### config.mk
export PLATFORM = sky130hd
export DESIGN_NAME = dcache_sa
export DESIGN_NICKNAME = d
export VERILOG_FILES = /design/src/rtl/dcache_sa.sv
export SDC_FILE = /design/constraint.sdc
export NUM_CORES = 1
export LEC_CHECK = 0
export ABC_CLOCK_PERIOD_IN_PS = 16660
export CAP_MARGIN = 20
export CORE_UTILIZATION = 50
export CTS_BUF_LIST = sky130_fd_sc_hd__clkbuf_16
export CTS_CLUSTER_SIZE = 30
export DETAILED_ROUTE_END_ITERATION = 12
export PLACE_DENSITY_LB_ADDON = 0.05
export SLEW_MARGIN = 20
export SYNTH_ARGS = -nofsm -noshare
export SYNTH_HDL_FRONTEND = slang
export SYNTH_SLANG_ARGS = --single-unit
### constraint.sdc
create_clock -name clk -period 16.66 [get_ports clk]
set_clock_uncertainty 0.15 [all_clocks]
set_input_delay 3.332 -clock clk [delete_from_list [all_inputs] [get_ports clk]]
set_output_delay 3.332 -clock clk [all_outputs]
set_load 0.005 [all_outputs]
### src/rtl/dcache_sa.sv
// Set-associative write-back, write-allocate data cache with round-robin replacement and flush.
// Define DCACHE_STATS_EN to add the hit/miss/write-back counters.
module dcache_sa #(
    parameter int XLEN       = 32,
    parameter int ADDR_W     = 10,
    parameter int WAYS       = 2,
    parameter int SETS       = 4,
    parameter int LINE_WORDS = 4
) (
    input  logic                                    clk,
    input  logic                                    rst,
    input  logic                                    MEM_ld,
    input  logic                                    MEM_str,
    input  logic                                    MEM_byt,
    input  logic [XLEN-1:0]                         MEM_alu_out,
    input  logic [XLEN-1:0]                         MEM_b2,
    output logic [XLEN-1:0]                         MEM_data_mem,
    output logic                                    MEM_stall,
    input  logic                                    flush,
    output logic                                    flush_done,
    output logic                                    Dc_rd_req,
    output logic [ADDR_W-$clog2(LINE_WORDS)-1:0]    Dc_rd_addr,
    input  logic [LINE_WORDS*XLEN-1:0]              Dc_rline,
    input  logic                                    Dc_rd_valid,
    output logic                                    Dc_wb_req,
    output logic [ADDR_W-$clog2(LINE_WORDS)-1:0]    Dc_wb_addr,
    output logic [LINE_WORDS*XLEN-1:0]              Dc_wb_wline,
    input  logic                                    Dc_wb_ack
`ifdef DCACHE_STATS_EN
    ,
    output logic [31:0]                             hit_cnt,
    output logic [31:0]                             miss_cnt,
    output logic [31:0]                             wb_cnt
`endif
);

    localparam int OFF_W   = $clog2(LINE_WORDS);
    localparam int IDX_W   = $clog2(SETS);
    localparam int TAG_W   = ADDR_W - IDX_W - OFF_W;
    localparam int LA_W    = ADDR_W - OFF_W;
    localparam int IDX_S   = (IDX_W > 0) ? IDX_W : 1;
    localparam int WAY_LOG = $clog2(WAYS);
    localparam int WAY_W   = (WAYS > 1) ? WAY_LOG : 1;
    localparam int NLINES  = SETS * WAYS;
    localparam int CNT_W   = (NLINES > 1) ? $clog2(NLINES) : 1;
    localparam int LINE_W  = LINE_WORDS * XLEN;

    typedef enum logic [2:0] {IDLE, WB, REFILL, FLUSH_SCAN, FLUSH_WB} state_t;

    state_t                       state_q, state_d;
    logic [SETS-1:0][WAYS-1:0]    valid_q, dirty_q;
    logic [WAY_W-1:0]             rr_ptr_q [SETS];
    logic [TAG_W-1:0]             tag_arr  [SETS][WAYS];
    logic [LINE_W-1:0]            data_arr [SETS][WAYS];

    logic [LA_W-1:0]              rd_addr_q, wb_addr_q;
    logic [LINE_W-1:0]            wb_wline_q;
    logic [WAY_W-1:0]             miss_way_q;
    logic [CNT_W-1:0]             fl_cnt_q;
    logic                         flush_done_q, flush_done_d;

    function automatic logic [XLEN-1:0] load_fmt(input logic [XLEN-1:0] w, input logic byt);
        load_fmt = byt ? {{(XLEN-8){1'b0}}, w[7:0]} : w;
    endfunction

    function automatic logic [XLEN-1:0] merge_store(input logic [XLEN-1:0] old_w,
                                                    input logic [XLEN-1:0] new_w,
                                                    input logic            byt);
        merge_store = byt ? {old_w[XLEN-1:8], new_w[7:0]} : new_w;
    endfunction

    function automatic logic [LA_W-1:0] mk_la(input logic [TAG_W-1:0] t, input logic [IDX_S-1:0] i);
        mk_la = (LA_W'(t) << IDX_W) | LA_W'(i);
    endfunction

    function automatic logic [WAY_W-1:0] rr_next(input logic [WAY_W-1:0] p);
        rr_next = WAY_W'((32'(p) + 1) % WAYS);
    endfunction

    logic [LA_W-1:0]   cur_la;
    logic [IDX_S-1:0]  cur_idx, miss_idx, fl_set;
    logic [TAG_W-1:0]  cur_tag, miss_tag;
    logic [OFF_W-1:0]  cur_off;
    logic [WAY_W-1:0]  hit_way, inv_way, vic_way, fl_way;
    logic              hit, has_inv, vic_dirty;
    logic [LINE_W-1:0] hit_line, st_line;
    logic [XLEN-1:0]   hit_word;
    logic              acc, idle, lk_hit, lk_miss, flush_go, fl_last, fl_dirty;

    assign cur_la   = MEM_alu_out[ADDR_W-1:OFF_W];
    assign cur_off  = MEM_alu_out[OFF_W-1:0];
    assign cur_idx  = IDX_S'(cur_la & LA_W'(SETS-1));
    assign cur_tag  = TAG_W'(cur_la >> IDX_W);
    assign miss_idx = IDX_S'(rd_addr_q & LA_W'(SETS-1));
    assign miss_tag = TAG_W'(rd_addr_q >> IDX_W);
    assign fl_set   = IDX_S'(fl_cnt_q >> WAY_LOG);
    assign fl_way   = WAY_W'(fl_cnt_q & CNT_W'(WAYS-1));
    assign fl_last  = (fl_cnt_q == CNT_W'(NLINES-1));
    assign fl_dirty = dirty_q[fl_set][fl_way];

    // Lowest hitting way wins; victim is the lowest invalid way, else the round-robin pointer.
    always_comb begin
        hit     = 1'b0;
        hit_way = '0;
        has_inv = 1'b0;
        inv_way = '0;
        for (int w = WAYS-1; w >= 0; w--) begin
            if (valid_q[cur_idx][WAY_W'(w)] && tag_arr[cur_idx][w] == cur_tag) begin
                hit     = 1'b1;
                hit_way = WAY_W'(w);
            end
            if (!valid_q[cur_idx][WAY_W'(w)]) begin
                has_inv = 1'b1;
                inv_way = WAY_W'(w);
            end
        end
        vic_way   = has_inv ? inv_way : rr_ptr_q[cur_idx];
        vic_dirty = valid_q[cur_idx][vic_way] && dirty_q[cur_idx][vic_way];
        hit_line  = data_arr[cur_idx][hit_way];
        hit_word  = hit_line[cur_off*XLEN +: XLEN];
        st_line   = hit_line;
        st_line[cur_off*XLEN +: XLEN] = merge_store(hit_word, MEM_b2, MEM_byt);
    end

    assign acc      = MEM_ld | MEM_str;
    assign idle     = (state_q == IDLE);
    assign lk_hit   = idle && acc && hit;
    assign lk_miss  = idle && acc && !hit;
    assign flush_go = idle && flush && !acc;

    assign MEM_data_mem = (lk_hit && MEM_ld) ? load_fmt(hit_word, MEM_byt) : MEM_alu_out;
    assign Dc_rd_addr   = rd_addr_q;
    assign Dc_wb_addr   = wb_addr_q;
    assign Dc_wb_wline  = wb_wline_q;
    assign flush_done   = flush_done_q;

    always_comb begin
        state_d      = state_q;
        MEM_stall    = 1'b1;
        Dc_rd_req    = 1'b0;
        Dc_wb_req    = 1'b0;
        flush_done_d = 1'b0;
        case (state_q)
            IDLE: begin
                MEM_stall = lk_miss;
                if (lk_miss)       state_d = vic_dirty ? WB : REFILL;
                else if (flush_go) state_d = FLUSH_SCAN;
            end
            WB: begin
                Dc_wb_req = 1'b1;
                if (Dc_wb_ack) state_d = REFILL;
            end
            REFILL: begin
                Dc_rd_req = 1'b1;
                if (Dc_rd_valid) state_d = IDLE;
            end
            FLUSH_SCAN: begin
                if (fl_dirty) begin
                    state_d = FLUSH_WB;
                end else if (fl_last) begin
                    state_d      = IDLE;
                    flush_done_d = 1'b1;
                end
            end
            FLUSH_WB: begin
                Dc_wb_req = 1'b1;
                if (Dc_wb_ack) begin
                    state_d      = fl_last ? IDLE : FLUSH_SCAN;
                    flush_done_d = fl_last;
                end
            end
            default: state_d = IDLE;
        endcase
    end

    always_ff @(posedge clk or negedge rst) begin
        if (!rst) begin
            state_q      <= IDLE;
            valid_q      <= '0;
            dirty_q      <= '0;
            for (int s = 0; s < SETS; s++) rr_ptr_q[s] <= '0;
            rd_addr_q    <= '0;
            wb_addr_q    <= '0;
            wb_wline_q   <= '0;
            miss_way_q   <= '0;
            fl_cnt_q     <= '0;
            flush_done_q <= 1'b0;
        end else begin
            state_q      <= state_d;
            flush_done_q <= flush_done_d;
            case (state_q)
                IDLE: begin
                    if (lk_hit && MEM_str) dirty_q[cur_idx][hit_way] <= 1'b1;
                    if (lk_miss) begin
                        rd_addr_q  <= cur_la;
                        miss_way_q <= vic_way;
                        if (vic_dirty) begin
                            wb_addr_q  <= mk_la(tag_arr[cur_idx][vic_way], cur_idx);
                            wb_wline_q <= data_arr[cur_idx][vic_way];
                        end
                    end
                    if (flush_go) fl_cnt_q <= '0;
                end
                WB: if (Dc_wb_ack) dirty_q[miss_idx][miss_way_q] <= 1'b0;
                REFILL: begin
                    if (Dc_rd_valid) begin
                        valid_q[miss_idx][miss_way_q] <= 1'b1;
                        dirty_q[miss_idx][miss_way_q] <= 1'b0;
                        rr_ptr_q[miss_idx]            <= rr_next(rr_ptr_q[miss_idx]);
                    end
                end
                FLUSH_SCAN: begin
                    if (fl_dirty) begin
                        wb_addr_q  <= mk_la(tag_arr[fl_set][fl_way], fl_set);
                        wb_wline_q <= data_arr[fl_set][fl_way];
                    end else if (!fl_last) begin
                        fl_cnt_q <= fl_cnt_q + CNT_W'(1);
                    end
                end
                FLUSH_WB: begin
                    if (Dc_wb_ack) begin
                        dirty_q[fl_set][fl_way] <= 1'b0;
                        if (!fl_last) fl_cnt_q <= fl_cnt_q + CNT_W'(1);
                    end
                end
                default: ;
            endcase
        end
    end

    // Tag and data arrays carry no reset; valid bits gate every use of them.
    always_ff @(posedge clk) begin
        if (lk_hit && MEM_str) data_arr[cur_idx][hit_way] <= st_line;
        if (state_q == REFILL && Dc_rd_valid) begin
            tag_arr[miss_idx][miss_way_q]  <= miss_tag;
            data_arr[miss_idx][miss_way_q] <= Dc_rline;
        end
    end

`ifdef DCACHE_STATS_EN
    logic relook_q;

    // The first IDLE cycle after a refill repeats the lookup and must not count as a hit.
    always_ff @(posedge clk or negedge rst) begin
        if (!rst) begin
            relook_q <= 1'b0;
            hit_cnt  <= '0;
            miss_cnt <= '0;
            wb_cnt   <= '0;
        end else begin
            relook_q <= (state_q == REFILL) && Dc_rd_valid;
            if (lk_hit && !relook_q) hit_cnt <= hit_cnt + 32'd1;
            if (lk_miss)             miss_cnt <= miss_cnt + 32'd1;
            if ((state_q == WB || state_q == FLUSH_WB) && Dc_wb_ack) wb_cnt <= wb_cnt + 32'd1;
        end
    end
`endif

endmodule

-- After elaboration in Yosys (flattened, before gate mapping)
Memory sizes are Yosys's and may differ from the RTL's.
Cells that the tools add are included.
- RAM bits: 1072
- latch bits: 0
- flip-flop bits (word level): 172
- output and inout port bits: 180
- bits of input ports: 200
- ROM bits: 0
- word-level logic and storage cells: 205
- memories kept: 2
- memories (name ; depth ; bits a word ; rd ports ; clocked after memory_dff ; write ports ; RTL line ; text):
    data_arr ; 4 ; 256 ; 2 ; 0 ; 1 ; 54 ; logic [LINE_W-1:0] data_arr [SETS][WAYS];
    tag_arr ; 4 ; 12 ; 2 ; 0 ; 1 ; 53 ; logic [TAG_W-1:0] tag_arr [SETS][WAYS];
- shifts and indexed selects: 3
- equal/unequal tests: 17
- bitwise gates (word level): 14
- $mul: 0
- $lt $le $gt $ge: 18
- add/subtract/negate cells: 3
- mux-type cells: 98
- reduce and logical (&&, ||, !) cells: 31
- div/mod/pow operators: 0
- operator list (cell ; number):
    128-bit two-way mux ; 10
    256-bit two-way mux ; 3
    128-bit case mux with 2 select lines ; 1
    256-bit OR reduction ; 1
    128-bit bitwise mux ; 1
    128-bit demux with 1-bit select ; 1
    32-bit by 34-bit variable shift with 128-bit output (first input constant) ; 1
    128-bit by 8-bit variable part select with 32-bit output ; 1
    32-bit by 34-bit variable part select with 128-bit output ; 1
    32-bit two-way mux ; 3
    8-bit two-way mux ; 7
    6-bit two-way mux ; 7
    7-bit negation with 34-bit output ; 1
    3-bit two-way mux ; 11
    8-bit case mux with 4 select lines ; 1
    1-bit two-way mux ; 27
    1-bit logical AND ; 17
    8-bit bitwise AND ; 2
    2-bit two-way mux ; 8
    8-bit inverter ; 2
    8-bit by 2-bit bitwise OR with 8-bit output ; 2
    8-bit bitwise OR ; 2
    8-bit case mux with 2 select lines ; 1
    3-bit case mux with 5 select lines ; 1
    other kinds (40) ; 72

-- Longest topological paths before layout
- depth in word-level cells: 13
- gate-level depth with buffers: 10
- depth with buffers taken out: 7

-- Worst setup path after synthesis
Ideal clock, no wire load.
- kind: input to register
- start point: input port Dc_rd_valid
- end point: memory data_arr[1][128] in the netlist's numbering, enable pin
- required time: 15718 ps
- library setup time: 792 ps
- cell stages on the path: 5
- buffers on the path: 2
- slack: 2679 ps
- data arrival time: 13039 ps
- cells stage by stage: and3_1 -> clkbuf_1 -> clkbuf_1 -> nand2_1 -> o21ai_0
- longest elaborated chain between the ends: 5
- elaborated cells on any way between the ends: 6
- RTL lines (element ; RTL line ; text):
    start, declared ; 24 ; input logic Dc_rd_valid,
    1-bit logical AND * ; 234 ; if (state_q == REFILL && Dc_rd_valid) begin
    1-bit two-way mux * ; 234 ;
    256-bit two-way mux (not written as such) * ; 236 ; data_arr[miss_idx][miss_way_q] <= Dc_rline;
    256-bit OR reduction (no line) ; - ;
    2-bit two-way mux (no line) / 256-bit two-way mux (equally long branches) ; - ;
    end, declared ; 54 ;
Mark *: on every way between the ends. The rest lies on a longest branch, timed or not.

-- Worst setup path after layout
- start point: input port MEM_alu_out[2]
- end point: output port MEM_data_mem[31]
- longest elaborated chain between the ends: 7
- elaborated cells on any way between the ends: 12
- RTL lines (element ; RTL line ; text):
    start, declared ; 15 ; input logic [XLEN-1:0] MEM_alu_out,
    branches (longest 6 deep; another with memory 4 x 256 bit) ; - ;
    32-bit two-way mux * ; 131 ; assign MEM_data_mem = (lk_hit && MEM_ld) ? load_fmt(hit_word, MEM_byt) : MEM_alu_out;
    end, declared ; 17 ; output logic [XLEN-1:0] MEM_data_mem,
Every way passes the cells marked *. The select of a mux whose other input is x is not followed.

==> reports/metrics.yaml <==
cts:
  clk_pin_slew_worst_paths_ps: 60
  cts-root-buf: "clkbuf_16"
  clockBufferDepth: 3
  clk_latency_ps: 620
  cts_setup_buffers: 0
  cts.sinks: 699
  cts_hold_buffers: 0
  cts_tree: "yes"
  ctsResizeCount: 0
  cts_buffers: 75
  h-tree-depth: 3
route:
  drc: 0
  avgViaCountPerCell: 6.457
  drtIter0Drc: 2089
  wl_per_cell_um: 30.56
  dr.pass1.iters: 5
  routed-via-count: 22280
  drt_wl_total_um: 105400
  antenna_left: 0
floorplan:
  die_h_um: 266.2
  io-pin-count: 380
  rows: 96
  die_x_um: 266.2
  die_area_um2: 70850
  start_util_pct: 50.70
  core_area_um2: 68830
yosys:
  synth_compound_area_share_pct: 6.329
  synth_fp_nets: 2350
  synth-edff-count: 536
  synth_fa_ha_area_share_pct: 0.2510
  yosysTopAreaCell: "edfxtp_1"
  synth_top_cell_area_share_pct: 46.13
  synth_top_family_by_area: "multiplexers"
  yosys.area_share.simple_pct: 4.231
  synthDistinctLibCells: 55
  syn-instance-count: 2143
  yosysMostFrequentCell: "edfxtp_1"
  synth_area_leaders: "edfxtp_1, mux4_2, dfrtp_1"
  syn-cell-area_um2: 34890
  async_reset_ff_share_pct: 23.32
  synthMuxAreaShare_pct: 28.47
  synth-warning-count: 0
  ys.flop_type: "edfxtp_1"
  synthXorXnorAreaFrac_pct: 0.1757
  synth_commonest_cells: "edfxtp_1, mux4_2, mux2_2"
  syn_avg_cell_area_um2: 16.28
  synth_seq_cells: 699
  yosysSeqAreaShare_pct: 57.82
worst_setup_path:
  cp-start-kind: "input port"
  timing.rr.start: "tag_arr[3][9]"
  r2r_cells: 8
  required_ps: 13180
  worstPathMaxFanout: 77
  path_class: "in2out"
  startpoint: "MEM_alu_out[2]"
  cp.arrival_ps: 7810
  end_kind: "primary output"
global_routing:
  met3_usage_pct: 8.835
  use_met2_pct: 44.99
  grt_pass1_vias: 22820
  grt_use_met1_pct: 41.85
  gr-usage-all-layers_pct: 29.90
  antenna_found_initial: 4
  grt_pass1_wl_um: 153100
  busiest_layer: "met2"
  gr-total-overflow: 0
  grt_max_degree: 143
layout:
  fin_nets: 2663
  fillCellCount: 5184
  final_layout_size_suffix_gt1_share_pct: 29.31
  final_cell_area_um2: 41860
  fin_util_pct: 60.82
  syn2layout_area_growth_pct: 19.97
sta:
  clock.fmax_mhz: 88.56
  hold_violations: 0
  worst_slew_pin_slew_ps: 1163
  final-setup-viol-count: 0
  min_period_ps: 11290
  fin_tns_setup_ps: 0
  timing.slew.headroom_pct: 22.49
  rsz0062_at_grt: "false"
  slew_violations: 0
  min_period_over_period_pct: 67.78
  fin_hold_ws_ps: 317.5
pwr:
  peakVddDrop_v: 0.0001985
  leakagePower_uw: 0.01442
  pwr_density_cell_nw_per_um2: 152.8
placement:
  port_buffers: 379
  placed_cell_area_um2: 39460
  hpwl_um: 66090
  gp_congestion: 0.8407
run_status:
  status: "finished, final reports clean"
flow_run:
  drv_cap: 0
hold_path:
  min_from: "valid_q[0]"
  min_path_type: "reg2reg"
  hold_path_depth: 1
[where the power goes]
| part | switching (uW) | internal [uW] | leakage [uW] | total [uW] |
|---|---|---|---|---|
| Sequential | 209 | 2380 | 0.00679 | 2590 |
| Combinational | 1040 | 1140 | 0.00636 | 2180 |
| Clock | 681 | 946 | 0.00127 | 1630 |
[placed cells by master (no fill, tap or decap), types with 3 or more instances in the layout]
cell type / Yosys / layout
a21o_1: 24 / 24
a21oi_1: 7 / 6
a221oi_1: 110 / 110
a221oi_2: 10 / 10
a22o_1: 25 / 25
a22oi_1: 33 / 33
and2_1: 4 / 3
buf_12: 0 / 3
buf_4: 3 / 32
bufinv_16: 0 / 5
clkbuf_16: 0 / 81
clkdlybuf4s50_1: 0 / 375
clkinv_1: 0 / 18
clkinv_2: 0 / 6
dfrtp_1: 163 / 161
edfxtp_1: 536 / 536
ha_1: 7 / 7
inv_1: 37 / 64
inv_2: 1 / 3
mux2_2: 243 / 243
mux2_4: 46 / 46
mux2i_1: 29 / 27
mux4_2: 276 / 276
nand2_1: 51 / 47
nand2_4: 0 / 4
nand2b_1: 9 / 9
nand3_1: 7 / 7
nand4_1: 5 / 5
nor2_1: 210 / 209
nor2b_1: 7 / 5
nor3_1: 27 / 27
nor3b_1: 3 / 3
o21ai_0: 42 / 41
o22ai_1: 4 / 4
o31ai_1: 3 / 3
or2_2: 4 / 4
xnor2_1: 7 / 7
[worst max-delay path: stages]
cell,delay [ps]
buf_8,530
buf_12,590
mux4_2,610
xnor2_1,180
nand4_2,170
or4_2,900
buf_4,400
nor3_1,290
a21o_1,120
clkdlybuf4s50_1,490
[area by class of cell]
| type | instances | area (um^2) | area share [%] |
|---|---|---|---|
| Antenna cell | 2 | 5.005 | 0.01196 |
| Tap cell | 931 | 1165 | 2.783 |
| Multi-Input combinational cell | 1227 | 13880 | 33.15 |
| Sequential cell | 699 | 20180 | 48.21 |
| Inverter | 38 | 142.6 | 0.3407 |
| Clock buffer | 81 | 2027 | 4.842 |
| Clock inverter | 58 | 356.6 | 0.8519 |
| Timing Repair Buffer | 415 | 4106 | 9.810 |
[registers in the layout (all words and copies together), names as in the netlist]
signal / cells
flush_done: 1
tag_arr: 24
state_q: 3
Dc_rd_addr: 8
valid_q: 4
dirty_q: 8
Dc_wb_addr: 8
Dc_wb_wline: 128
data_arr: 512
fl_cnt_q: 3
[metal layers]
metal / vias up / part of all wire [%]
met4: 4 / 3.0
met1: 11630 / 40
met5: - / 0.023
met3: 175 / 11
met2: 1118 / 46
li1: 9353 / -
[cells by family after synthesis]
logic type	Yosys count
AO/OA/AOI/OAI	277
XOR/XNOR	7
adder cells (fa/ha/maj)	7
buffers and inverters	217
flip-flops	699
multiplexers	594
AND/OR/NAND/NOR	342
[metrics by stage]
step | cells | power, uW | setup WS [ps]
final | 3451 | 6398 | 5368
after global routing | 3451 | 6652 | 5035
after CTS | 3448 | 6429 | 5245
after detailed placement | 3309 | 4798 | 5252
after global placement | 3309 | 4752 | 5288
after floorplan | 2143 | 3891 | 2679
[final timing paths]
kind                               endpoint  slack [ps]
min in group asynchronous     Dc_wb_addr[5]        2590
max in group asynchronous  Dc_wb_wline[112]       12420
hold reg to reg                  valid_q[0]         320
setup reg to reg           data_arr[0][210]       12100
setup / recovery           MEM_data_mem[31]        5370
hold / removal                   valid_q[0]         320
Power figures use the tool's default switching activity.
